$ cat config.mk
export PLATFORM = sky130hd
export DESIGN_NAME = alu_issue_ctrl_flat
export DESIGN_NICKNAME = d
export VERILOG_FILES = /design/src/rtl/alu_issue_ctrl_if.sv /design/src/rtl/alu_issue_ctrl.sv /design/src/flat_wrapper.sv
export SDC_FILE = /design/constraint.sdc
export NUM_CORES = 1
export LEC_CHECK = 0
export ABC_AREA = 0
export CORE_MARGIN = 2
export CORE_UTILIZATION = 39
export CTS_BUF_LIST = sky130_fd_sc_hd__clkbuf_8
export DETAILED_ROUTE_END_ITERATION = 16
export SLEW_MARGIN = 20
export SYNTH_ARGS = -nofsm -noshare
export SYNTH_HDL_FRONTEND = slang
export SYNTH_SLANG_ARGS = --single-unit
$ cat constraint.sdc
create_clock -name clk -period 6.1 [get_ports clk]
set_clock_uncertainty 0.1 [all_clocks]
set_input_delay 1.83 -clock clk [delete_from_list [all_inputs] [get_ports clk]]
set_output_delay 1.83 -clock clk [all_outputs]
set_load 0.1 [all_outputs]
$ cat src/rtl/alu_issue_ctrl_if.sv
// Request / ALU / response signal bundle for the ALU issue controller.
// The master modport is the controller's view; the slave modport is the surrounding environment's view.
interface alu_issue_ctrl_if #(
    parameter int unsigned DEPTH = 4,
    parameter int unsigned TAG_W = 4
);
    localparam int unsigned DATA_W = 32;
    localparam int unsigned CTRL_W = 4;
    localparam int unsigned CNT_W  = $clog2(DEPTH) + 1;

    logic              req_valid;
    logic              req_ready;
    logic [DATA_W-1:0] req_src1;
    logic [DATA_W-1:0] req_src2;
    logic [1:0]        req_aluop;
    logic [5:0]        req_funct;
    logic [TAG_W-1:0]  req_tag;

    logic [DATA_W-1:0] alu_src1;
    logic [DATA_W-1:0] alu_src2;
    logic [CTRL_W-1:0] alu_ctrl;
    logic [DATA_W-1:0] alu_result;
    logic              alu_zero;

    logic              rsp_valid;
    logic              rsp_ready;
    logic [DATA_W-1:0] rsp_result;
    logic              rsp_zero;
    logic [TAG_W-1:0]  rsp_tag;
    logic              rsp_err;

    logic [CNT_W-1:0]  occupancy;

    modport master (
        input  req_valid, req_src1, req_src2, req_aluop, req_funct, req_tag,
        output req_ready,
        output alu_src1, alu_src2, alu_ctrl,
        input  alu_result, alu_zero,
        output rsp_valid, rsp_result, rsp_zero, rsp_tag, rsp_err,
        input  rsp_ready,
        output occupancy
    );

    modport slave (
        output req_valid, req_src1, req_src2, req_aluop, req_funct, req_tag,
        input  req_ready,
        input  alu_src1, alu_src2, alu_ctrl,
        output alu_result, alu_zero,
        input  rsp_valid, rsp_result, rsp_zero, rsp_tag, rsp_err,
        output rsp_ready,
        input  occupancy
    );
endinterface

$ cat src/rtl/alu_issue_ctrl.sv
// ALU issue controller: decodes ALUOp/funct at push, queues requests in an in-order FIFO,
// drives the combinational ALU from the FIFO head and captures its result into a backpressured response register.
module alu_issue_ctrl #(
    parameter int unsigned DEPTH = 4,
    parameter int unsigned TAG_W = 4
) (
    input  logic            clk,
    input  logic            rst,
    alu_issue_ctrl_if.master bus
);
    localparam int unsigned DATA_W = 32;
    localparam int unsigned CTRL_W = 4;
    localparam int unsigned PTR_W  = (DEPTH > 1) ? $clog2(DEPTH) : 1;
    localparam int unsigned CNT_W  = $clog2(DEPTH) + 1;

    localparam logic [CTRL_W-1:0] CTRL_AND = CTRL_W'(0);
    localparam logic [CTRL_W-1:0] CTRL_OR  = CTRL_W'(1);
    localparam logic [CTRL_W-1:0] CTRL_ADD = CTRL_W'(2);
    localparam logic [CTRL_W-1:0] CTRL_SUB = CTRL_W'(6);
    localparam logic [CTRL_W-1:0] CTRL_SLT = CTRL_W'(7);
    localparam logic [CTRL_W-1:0] CTRL_MUL = CTRL_W'(8);
    localparam logic [CTRL_W-1:0] CTRL_XOR = CTRL_W'(9);
    localparam logic [CTRL_W-1:0] CTRL_NOR = CTRL_W'(12);
    localparam logic [CTRL_W-1:0] CTRL_ILL = CTRL_W'(15);

    typedef struct packed {
        logic [DATA_W-1:0] src1;
        logic [DATA_W-1:0] src2;
        logic [CTRL_W-1:0] ctrl;
        logic              err;
        logic [TAG_W-1:0]  tag;
    } entry_t;

    entry_t            mem [DEPTH];
    logic [PTR_W-1:0]  wr_ptr;
    logic [PTR_W-1:0]  rd_ptr;
    logic [CNT_W-1:0]  count;

    logic [CTRL_W-1:0] dec_ctrl;
    logic              dec_err;
    entry_t            push_entry;
    entry_t            head;
    logic              not_empty;
    logic              not_full;
    logic              push;
    logic              pop;

    logic              rsp_valid_q;
    logic [DATA_W-1:0] rsp_result_q;
    logic              rsp_zero_q;
    logic [TAG_W-1:0]  rsp_tag_q;
    logic              rsp_err_q;

    // ALUOp / funct decode into the ALU control code
    always_comb begin
        dec_ctrl = CTRL_ILL;
        dec_err  = 1'b0;
        case (bus.req_aluop)
            2'b00: dec_ctrl = CTRL_ADD;
            2'b01: dec_ctrl = CTRL_SUB;
            2'b11: dec_ctrl = CTRL_SLT;
            default: begin
                case (bus.req_funct)
                    6'b100000: dec_ctrl = CTRL_ADD;
                    6'b100010: dec_ctrl = CTRL_SUB;
                    6'b100100: dec_ctrl = CTRL_AND;
                    6'b100101: dec_ctrl = CTRL_OR;
                    6'b101010: dec_ctrl = CTRL_SLT;
                    6'b011000: dec_ctrl = CTRL_MUL;
                    6'b100110: dec_ctrl = CTRL_XOR;
                    6'b100111: dec_ctrl = CTRL_NOR;
                    default: begin
                        dec_ctrl = CTRL_ILL;
                        dec_err  = 1'b1;
                    end
                endcase
            end
        endcase
    end

    always_comb begin
        push_entry.src1 = bus.req_src1;
        push_entry.src2 = bus.req_src2;
        push_entry.ctrl = dec_ctrl;
        push_entry.err  = dec_err;
        push_entry.tag  = bus.req_tag;
    end

    // A full FIFO refuses pushes even when the head drains in the same cycle
    assign not_empty = (count != '0);
    assign not_full  = (count < CNT_W'(DEPTH));
    assign push      = bus.req_valid && not_full;
    assign pop       = not_empty && (!rsp_valid_q || bus.rsp_ready);
    assign head      = mem[rd_ptr];

    always_ff @(posedge clk) begin
        if (push) begin
            mem[wr_ptr] <= push_entry;
        end
    end

    always_ff @(posedge clk) begin
        if (rst) begin
            wr_ptr <= '0;
            rd_ptr <= '0;
            count  <= '0;
        end else begin
            if (push) begin
                wr_ptr <= wr_ptr + PTR_W'(1);
            end
            if (pop) begin
                rd_ptr <= rd_ptr + PTR_W'(1);
            end
            if (push && !pop) begin
                count <= count + CNT_W'(1);
            end else if (pop && !push) begin
                count <= count - CNT_W'(1);
            end
        end
    end

    // Response register captures the ALU output for the head being popped
    always_ff @(posedge clk) begin
        if (rst) begin
            rsp_valid_q  <= 1'b0;
            rsp_result_q <= '0;
            rsp_zero_q   <= 1'b0;
            rsp_tag_q    <= '0;
            rsp_err_q    <= 1'b0;
        end else if (pop) begin
            rsp_valid_q  <= 1'b1;
            rsp_result_q <= bus.alu_result;
            rsp_zero_q   <= bus.alu_zero;
            rsp_tag_q    <= head.tag;
            rsp_err_q    <= head.err;
        end else if (bus.rsp_ready) begin
            rsp_valid_q  <= 1'b0;
        end
    end

    // Idle ALU inputs are parked at zero operands and the illegal code
    always_comb begin
        bus.alu_src1 = '0;
        bus.alu_src2 = '0;
        bus.alu_ctrl = CTRL_ILL;
        if (not_empty) begin
            bus.alu_src1 = head.src1;
            bus.alu_src2 = head.src2;
            bus.alu_ctrl = head.ctrl;
        end
    end

    assign bus.req_ready  = not_full;
    assign bus.rsp_valid  = rsp_valid_q;
    assign bus.rsp_result = rsp_result_q;
    assign bus.rsp_zero   = rsp_zero_q;
    assign bus.rsp_tag    = rsp_tag_q;
    assign bus.rsp_err    = rsp_err_q;
    assign bus.occupancy  = count;

endmodule

$ cat src/flat_wrapper.sv
// flat-port wrapper written by rule: the top's interface ports become plain ports
module alu_issue_ctrl_flat 
#(
    parameter int unsigned DEPTH = 4,
    parameter int unsigned TAG_W = 4
)
  (clk, rst, bus_req_valid, bus_req_src1, bus_req_src2, bus_req_aluop, bus_req_funct, bus_req_tag, bus_req_ready, bus_alu_src1, bus_alu_src2, bus_alu_ctrl, bus_alu_result, bus_alu_zero, bus_rsp_valid, bus_rsp_result, bus_rsp_zero, bus_rsp_tag, bus_rsp_err, bus_rsp_ready, bus_occupancy);
  alu_issue_ctrl_if #(.DEPTH(DEPTH), .TAG_W(TAG_W)) bus_i ();
  input  logic clk;
  input  logic rst;
  input wire logic [$bits(bus_i.req_valid)-1:0] bus_req_valid;
  input wire logic [$bits(bus_i.req_src1)-1:0] bus_req_src1;
  input wire logic [$bits(bus_i.req_src2)-1:0] bus_req_src2;
  input wire logic [$bits(bus_i.req_aluop)-1:0] bus_req_aluop;
  input wire logic [$bits(bus_i.req_funct)-1:0] bus_req_funct;
  input wire logic [$bits(bus_i.req_tag)-1:0] bus_req_tag;
  output wire logic [$bits(bus_i.req_ready)-1:0] bus_req_ready;
  output wire logic [$bits(bus_i.alu_src1)-1:0] bus_alu_src1;
  output wire logic [$bits(bus_i.alu_src2)-1:0] bus_alu_src2;
  output wire logic [$bits(bus_i.alu_ctrl)-1:0] bus_alu_ctrl;
  input wire logic [$bits(bus_i.alu_result)-1:0] bus_alu_result;
  input wire logic [$bits(bus_i.alu_zero)-1:0] bus_alu_zero;
  output wire logic [$bits(bus_i.rsp_valid)-1:0] bus_rsp_valid;
  output wire logic [$bits(bus_i.rsp_result)-1:0] bus_rsp_result;
  output wire logic [$bits(bus_i.rsp_zero)-1:0] bus_rsp_zero;
  output wire logic [$bits(bus_i.rsp_tag)-1:0] bus_rsp_tag;
  output wire logic [$bits(bus_i.rsp_err)-1:0] bus_rsp_err;
  input wire logic [$bits(bus_i.rsp_ready)-1:0] bus_rsp_ready;
  output wire logic [$bits(bus_i.occupancy)-1:0] bus_occupancy;
  assign bus_i.req_valid = bus_req_valid;
  assign bus_i.req_src1 = bus_req_src1;
  assign bus_i.req_src2 = bus_req_src2;
  assign bus_i.req_aluop = bus_req_aluop;
  assign bus_i.req_funct = bus_req_funct;
  assign bus_i.req_tag = bus_req_tag;
  assign bus_req_ready = bus_i.req_ready;
  assign bus_alu_src1 = bus_i.alu_src1;
  assign bus_alu_src2 = bus_i.alu_src2;
  assign bus_alu_ctrl = bus_i.alu_ctrl;
  assign bus_i.alu_result = bus_alu_result;
  assign bus_i.alu_zero = bus_alu_zero;
  assign bus_rsp_valid = bus_i.rsp_valid;
  assign bus_rsp_result = bus_i.rsp_result;
  assign bus_rsp_zero = bus_i.rsp_zero;
  assign bus_rsp_tag = bus_i.rsp_tag;
  assign bus_rsp_err = bus_i.rsp_err;
  assign bus_i.rsp_ready = bus_rsp_ready;
  assign bus_occupancy = bus_i.occupancy;
  alu_issue_ctrl #(.DEPTH(DEPTH), .TAG_W(TAG_W)) u_core (.clk(clk), .rst(rst), .bus(bus_i));
endmodule
Word-level counts from Yosys, hierarchy flattened. Memory sizes are Yosys's and may differ from the RTL's. A register that Yosys moved wholly into a read port is not among the register bits. Cells that the tools add are included.

Bits in latches: 0. Output and inout port bits: 111. Bits of input ports: 113. Memories: 1. Memory bits (writable): 292. Register bits after elaboration: 46. Bits in read-only memories: 0. Word-level logic and storage cells: 53.

Bitwise logic cells: 0. Muxes and demuxes: 15. Multiply operators: 0. Reduce and logical (&&, ||, !) cells: 14. Shift-type cells: 0. Magnitude comparators: 1. Divide/modulo/power cells: 0. Equality and inequality tests: 10. Add/sub/neg operators: 4.

Memory list: u_core.mem (words 4, bits a word 73, read ports 1, clocked after memory_dff 1, write ports 1, RTL line alu_issue_ctrl.sv:34) `entry_t mem [DEPTH];`.

Operators with widths (count): $mux 32 (2); $eq 6x6->1 const B (7); $pmux 4 s8 (1); $pmux 4 s3 (1); $reduce_or 8->1 (1); $eq 6x5->1 const B (1); $mux 1 (6); $mux 3 (2); $add 2x1->2 const B (2); $logic_and 1x1->1 (4); $mux 2 (2); $mux 4 (1); $reduce_bool 2->1 (2); $add 3x1->3 const B (1); $logic_not 1->1 (3); $lt 3x3->1 const B (1); $reduce_bool 3->1 (1); $reduce_or 3->1 (1); $sub 3x1->3 const B (1); $eq 2x1->1 const B (1); $eq 2x2->1 const B (1); $logic_not 2->1 (1); $logic_or 1x1->1 (1).

Depth between registers and ports, before layout. Gate-level depths: netlist of the first run.

Word-level depth: 6. Mapped depth: 11. Depth with buffers taken out: 9.

Worst setup path before layout of the first run. OpenSTA, ideal clock, no wires.

Kind: input to register. Start: input bus_req_valid. End: memory u_core.mem[0][0] (netlist bit) (enable). Buffers on the path: 1. Library setup time: 439 ps. Required time: 5561 ps. Arrival: 3933 ps. Cell stages on the path: 3. Setup slack: 1628 ps. Cells stage by stage: nor2b_1 > clkbuf_1 > and2_1.

Cells in the longest elaborated chain, start to end: 3.

RTL lines: start, declared (RTL line flat_wrapper.sv:11) `input wire logic [$bits(bus_i.req_valid)-1:0] bus_req_valid;`; $logic_and 1x1->1 (RTL line alu_issue_ctrl.sv:92) `assign push = bus.req_valid && not_full;`; via u_core.push (RTL line alu_issue_ctrl.sv:45) `logic push;`; $mux 1 (RTL line alu_issue_ctrl.sv:97) `if (push) begin`; $mux 1 (not written as such) (RTL line alu_issue_ctrl.sv:98) `mem[wr_ptr] <= push_entry;`; end, declared (RTL line alu_issue_ctrl.sv:34).

The timed path passes the listed nets, and every way through them passes these cells.

==> impl_metrics.ini, run 1 <==
[sta]
rsz0062_at_grt = no
finalSetupTns_ns = 0
hold_viol = 0
setup_viol = 0
worst_pin_slew_ns = 1.045
finalCritPeriodShare_pct = 87.13
relSlewSlack_pct = 30.14
period_needed_ns = 5.315
maxSlewViolCount = 0
max_freq_mhz = 188.2

[synth]
netlist.area_leader.share_pct = 67.45
synth.avg_cell_area_sq_um = 18.52
ys_top_cells_by_area = edfxtp_1, mux4_2, dfxtp_1
synth_area_sq_um = 13000
synthCells = 702
yosysSeqAreaShare_pct = 74.84
synthFlopType = edfxtp_1
synth-edff-count = 292
yosys.area.top_type = edfxtp_1
synth-seq-cells = 340
synthDistinctLibCells = 42
ys_warn_count = 0
synth_async_sr_flop_share_pct = 0
synth_fp_nets = 821

[cts]
numCtsBuffers = 55
htreeDepth = 2
cts-hold-fix-buffers = 0
clock_latency_ns = 0.55
cts_setup_buffers = 0
ctsResizeCount = 0
path_clk_slew_ns = 0.06
cts_tree = built
cts_buffer_depth = 3
root_buffer = clkbuf_8
cts_num_sinks = 340

[placement]
portBuffers = 223
gp_routability_congestion = 0.7642
place_hpwl_mm = 15.71

[critical_path]
cp_data_required_time_ns = 4.17
crit_fanout = 33
crit_type = reg2out
critPathArrivalTime_ns = 3.38
end_kind = primary output
rrSetupSlack_ns = 2.69
start_kind = flip-flop

[grt]
grtUsageTotal_pct = 15.42
grt_pass1_wl_mm = 41.91
grt_pass1_vias = 7387
gr-total-overflow = 0
grt_max_degree = 74
antenna_found_initial = 0

[floorplan]
fp.coreArea_sq_um = 32700
row_count = 66
die_y_um = 186.6
ios = 224
initial_utilization_pct = 39.75
die_area_sq_um = 34810
die_w_um = 186.6

[outcome]
status = complete, no violations

[detailed_routing]
post_drt_wl_per_cell_um = 18.67
drt_iter0_markers = 295
first_pass_iters = 4
drtAntennaViolNets = 0
vias = 6960
viasPerCell = 4.854
drc_errors = 0
routed_wl_mm = 26.77

[layout]
final_nets = 1073
n_antenna_cell = 0
fillCellCount = 2771
mostFrequentLayoutCells = edfxtp_1, clkdlybuf4s50_1, mux4_2, nand2_1, and2_1
synthToLayoutAreaGrowth_pct = 28.60
drive_above_1_share_pct = 18.85
multiInputGateArea_sq_um = 3047
layout_commonest_cell = edfxtp_1
regArea_sq_um = 9737

[run]
max_cap_viol_count = 0

[hold_path]
hp-class = reg2reg
==> stage by stage <==
stage / hold WS [ns] / setup WS [ns] / util [%] / instances / area (sq um)
after CTS: 0.3553 / 0.6878 / 51.12 / 1434 / 16720
after global routing: 0.3706 / 0.5607 / 51.12 / 1434 / 16720
after floorplan: 0.3847 / 1.628 / - / 702 / 13000
final: 0.3517 / 0.7851 / 51.12 / 1434 / 16720
after global placement: 0.3416 / 1.284 / 48.18 / 1339 / 15760
after detailed placement: 0.3472 / 1.320 / 48.18 / 1339 / 15760
==> final timing paths <==
check	start	end	depth (start not counted)
hold reg to reg	u_core.bus.rsp_result[18]	u_core.bus.rsp_result[18]	2
hold / removal	u_core.bus.rsp_result[18]	u_core.bus.rsp_result[18]	2
setup / recovery	flip-flop	bus_alu_src2[29]	4
setup reg to reg	u_core.bus.occupancy[0]	u_core.bus.occupancy[2]	9
==> Yosys cell counts (all sizes together), types with 2 or more instances <==
| master | count |
|---|---|
| clkbuf | 21 |
| ha | 5 |
| mux4 | 73 |
| inv | 6 |
| buf | 18 |
| or2 | 4 |
| nand3 | 3 |
| nor2 | 9 |
| or3 | 2 |
| nand2b | 6 |
| nor3 | 2 |
| xnor2 | 3 |
| xor2 | 3 |
| edfxtp | 292 |
| and2 | 69 |
| nor3b | 2 |
| nor2b | 2 |
| a21oi | 42 |
| dfxtp | 48 |
| nand2 | 79 |
==> registers in the layout, summed over array words and instances, names as in the netlist, named ones only <==
| register | cells |
|---|---|
| u_core.wr_ptr | 2 |
| u_core.bus.rsp_err | 1 |
| u_core.bus.rsp_zero | 1 |
| u_core.bus.rsp_tag | 4 |
| u_core.bus.rsp_result | 32 |
| u_core.rd_ptr | 2 |
| u_core.bus.occupancy | 3 |
| u_core.bus.rsp_valid | 1 |
| u_core.mem | 292 |
==> cell families after synthesis <==
group | after synthesis | synth area share [%]
flip-flops | 340 | 74.84
AND/OR/NAND/NOR | 179 | 7.141
multiplexers | 74 | 12.72
AO/OA/AOI/OAI | 50 | 2.377
buffers and inverters | 46 | 1.800
adder cells (fa/ha/maj) | 7 | 0.7122
XOR/XNOR | 6 | 0.4043
==> critical path, cell delays in order (launching register included) <==
cell and delay (ns):
dfxtp_4 0.81, buf_4 0.30, mux4_2 0.51, and2_1 0.19
clkdlybuf4s50_1 0.97
==> per-layer routing <==
metal	vias up	part of all wire, %	GRT usage (%)
met5	-	0	0
met4	0	1.9	4.487
met3	47	8.4	5.529
met2	244	47	25.29
met1	3462	42	19.36
li1	3207	-	-
==> cell type report <==
type                       instances  area share, %
sequential                       340          58.24
clock buffer                      60          4.939
timing repair buffer             234          14.28
clock inverter                    35         0.8232
multi-input combinational        316          18.22
tap                              442          3.308
inverter                           7         0.1871
Power of run 1 is left out: the tool's default activity adds up to more than one toggle a clock period on the data nets, which glitch-free logic cannot reach.
==> run 2: changes to the inputs <==
- CELL_PAD_IN_SITES_DETAIL_PLACEMENT: default -> 0
- CELL_PAD_IN_SITES_GLOBAL_PLACEMENT: default -> 2
- CORE_UTILIZATION: 39 -> 35
- PLACE_DENSITY_LB_ADDON: default -> 0.1
==> run 2 against run 1 <==
  * Register-to-register slack worse by 0.08 ns
  * Design area up 0.44%
  * Critical path depth unchanged
  * Wire length up 9.3%
  * Count of clock-buffer cells in the layout up 1
  * Cell count up 2.5%
  * Via count up 0.11%
  * Die area up 11%
  * Critical path type unchanged
  * Highest routed layer is now met5
==> impl_metrics.ini, run 2 (same netlist as run 1, synthesis figures left out) <==
[sta]
finalSetupTns_ns = 0
maxSlewViolCount = 0
timing.hold.ws_ns = 0.3558
hold_viol = 0
relSlewSlack_pct = 29.42
finalCritPeriodShare_pct = 86.35
setup_viol = 0
period_needed_ns = 5.267
max_freq_mhz = 189.8
rsz0062_at_grt = no
worst_pin_slew_ns = 1.055

[cts]
ctsResizeCount = 0
clock_latency_ns = 0.58
cts_setup_buffers = 0
root_buffer = clkbuf_8
cts-hold-fix-buffers = 0
numCtsBuffers = 57
cts_buffer_depth = 3
cts_num_sinks = 340
path_clk_slew_ns = 0.06
htreeDepth = 2
cts_tree = built

[detailed_routing]
first_pass_iters = 6
routed_wl_mm = 29.26
drtAntennaViolNets = 0
post_drt_wl_per_cell_um = 19.90
viasPerCell = 4.740
drc_errors = 0
vias = 6968
drt_iter0_markers = 285

[critical_path]
cp_cell_sequence = buf_4 -> mux4_2 -> or2_2 -> clkdlybuf4s50_1
r2r-end = u_core.bus.occupancy[2]
crit_slowest_cell = clkdlybuf4s50_1
slowest_delay_ns = 0.98
cp_data_required_time_ns = 4.17
crit_type = reg2out
crit_fanout = 16
start_kind = flip-flop
rr_worst_depth = 9
critPathArrivalTime_ns = 3.34
end_kind = primary output
rrSetupSlack_ns = 2.61
worstReg2RegStart = u_core.bus.occupancy[2]
endpoint = bus_alu_ctrl[3]

[floorplan]
initial_utilization_pct = 35.51
die_area_sq_um = 38700
die_w_um = 196.7
row_count = 70
ios = 224
fp.coreArea_sq_um = 36610
die_y_um = 196.7

[placement]
place_hpwl_mm = 17.88
gp_routability_congestion = 0.7580
dp_cells = 1366
portBuffers = 223

[layout]
final_nets = 1076
synthToLayoutAreaGrowth_pct = 29.17
fillCellCount = 3219
top_register = u_core.mem
largest_register_ffs = 292
layout_commonest_cell = edfxtp_1
drive_above_1_share_pct = 19.46
mostFrequentLayoutCells = edfxtp_1, clkdlybuf4s50_1, mux4_2, nand2_1, and2_1
final_cells = 1470
n_antenna_cell = 0

[grt]
antenna_found_initial = 1
gr-total-overflow = 0
grt_pass1_vias = 7789
grtUsageTotal_pct = 15.30
grt_pass1_wl_mm = 44.94
grt_max_degree = 67

[hold_path]
whs_path_depth = 2
hp-class = reg2reg

[outcome]
status = complete, no violations

[run]
max_cap_viol_count = 0
## run 2: cell count changes in the layout (fill, tap and decap cells not counted)
cell | before | now
buf_4 | 8 | 16
clkinv_1 | 5 | 12
buf_12 | 7 | 2
inv_1 | 31 | 28
bufinv_16 | 0 | 2
clkdlybuf4s50_1 | 218 | 216
clkbuf_8 | 60 | 61
clkinv_2 | 5 | 6
clkinvlp_4 | 0 | 1
## run 2: worst min path at each step
stage | start | endpoint | slack [ns]
floorplan | u_core.rd_ptr[1] | flip-flop | 0.38
global placement | u_core.bus.rsp_result[14] | u_core.bus.rsp_result[14] | 0.34
detailed placement | u_core.bus.rsp_result[13] | u_core.bus.rsp_result[13] | 0.35
CTS | u_core.bus.rsp_result[13] | u_core.bus.rsp_result[13] | 0.35
global route | u_core.bus.rsp_result[31] | u_core.bus.rsp_result[31] | 0.38
finish | u_core.bus.rsp_result[14] | u_core.bus.rsp_result[14] | 0.36
## run 2: final cells by class
cell class,count,area [sq um],share of cell area [%]
flip-flops and latches,340,9737,57.98
multi-input cells,316,3047,18.14
repair buffers,235,2327,13.86
clock buffers,61,839.6,5.000
well taps,468,585.6,3.487
clock inverters,43,225.2,1.341
inverters,7,31.28,0.1863
## run 2: worst max-delay path, delay by kind of cell (launching register included)
kind,cells,cell delay (ns)
multiplexers,1,0.53
AND/OR/NAND/NOR,1,0.28
flip-flops,1,0.55
buffers and inverters,2,1.38
## run 2: through the flow
stage               util (%)  cell area, sq um  worst slack [ns]
floorplan                  -             13000             1.628
global placement       42.96             15730             1.362
detailed placement     42.96             15730             1.357
CTS                    45.87             16790            0.7013
global route           45.87             16790            0.6212
finish                 45.87             16790            0.8326
## run 2: metal layers
metal	GRT usage, %	vias to the layer above	part of all wire, %
met5	0	-	0.044
met3	4.654	42	6.7
met1	18.27	3502	41
li1	-	3214	-
met4	4.845	2	1.7
met2	26.55	208	50
Power of run 2 is left out for the same reason.
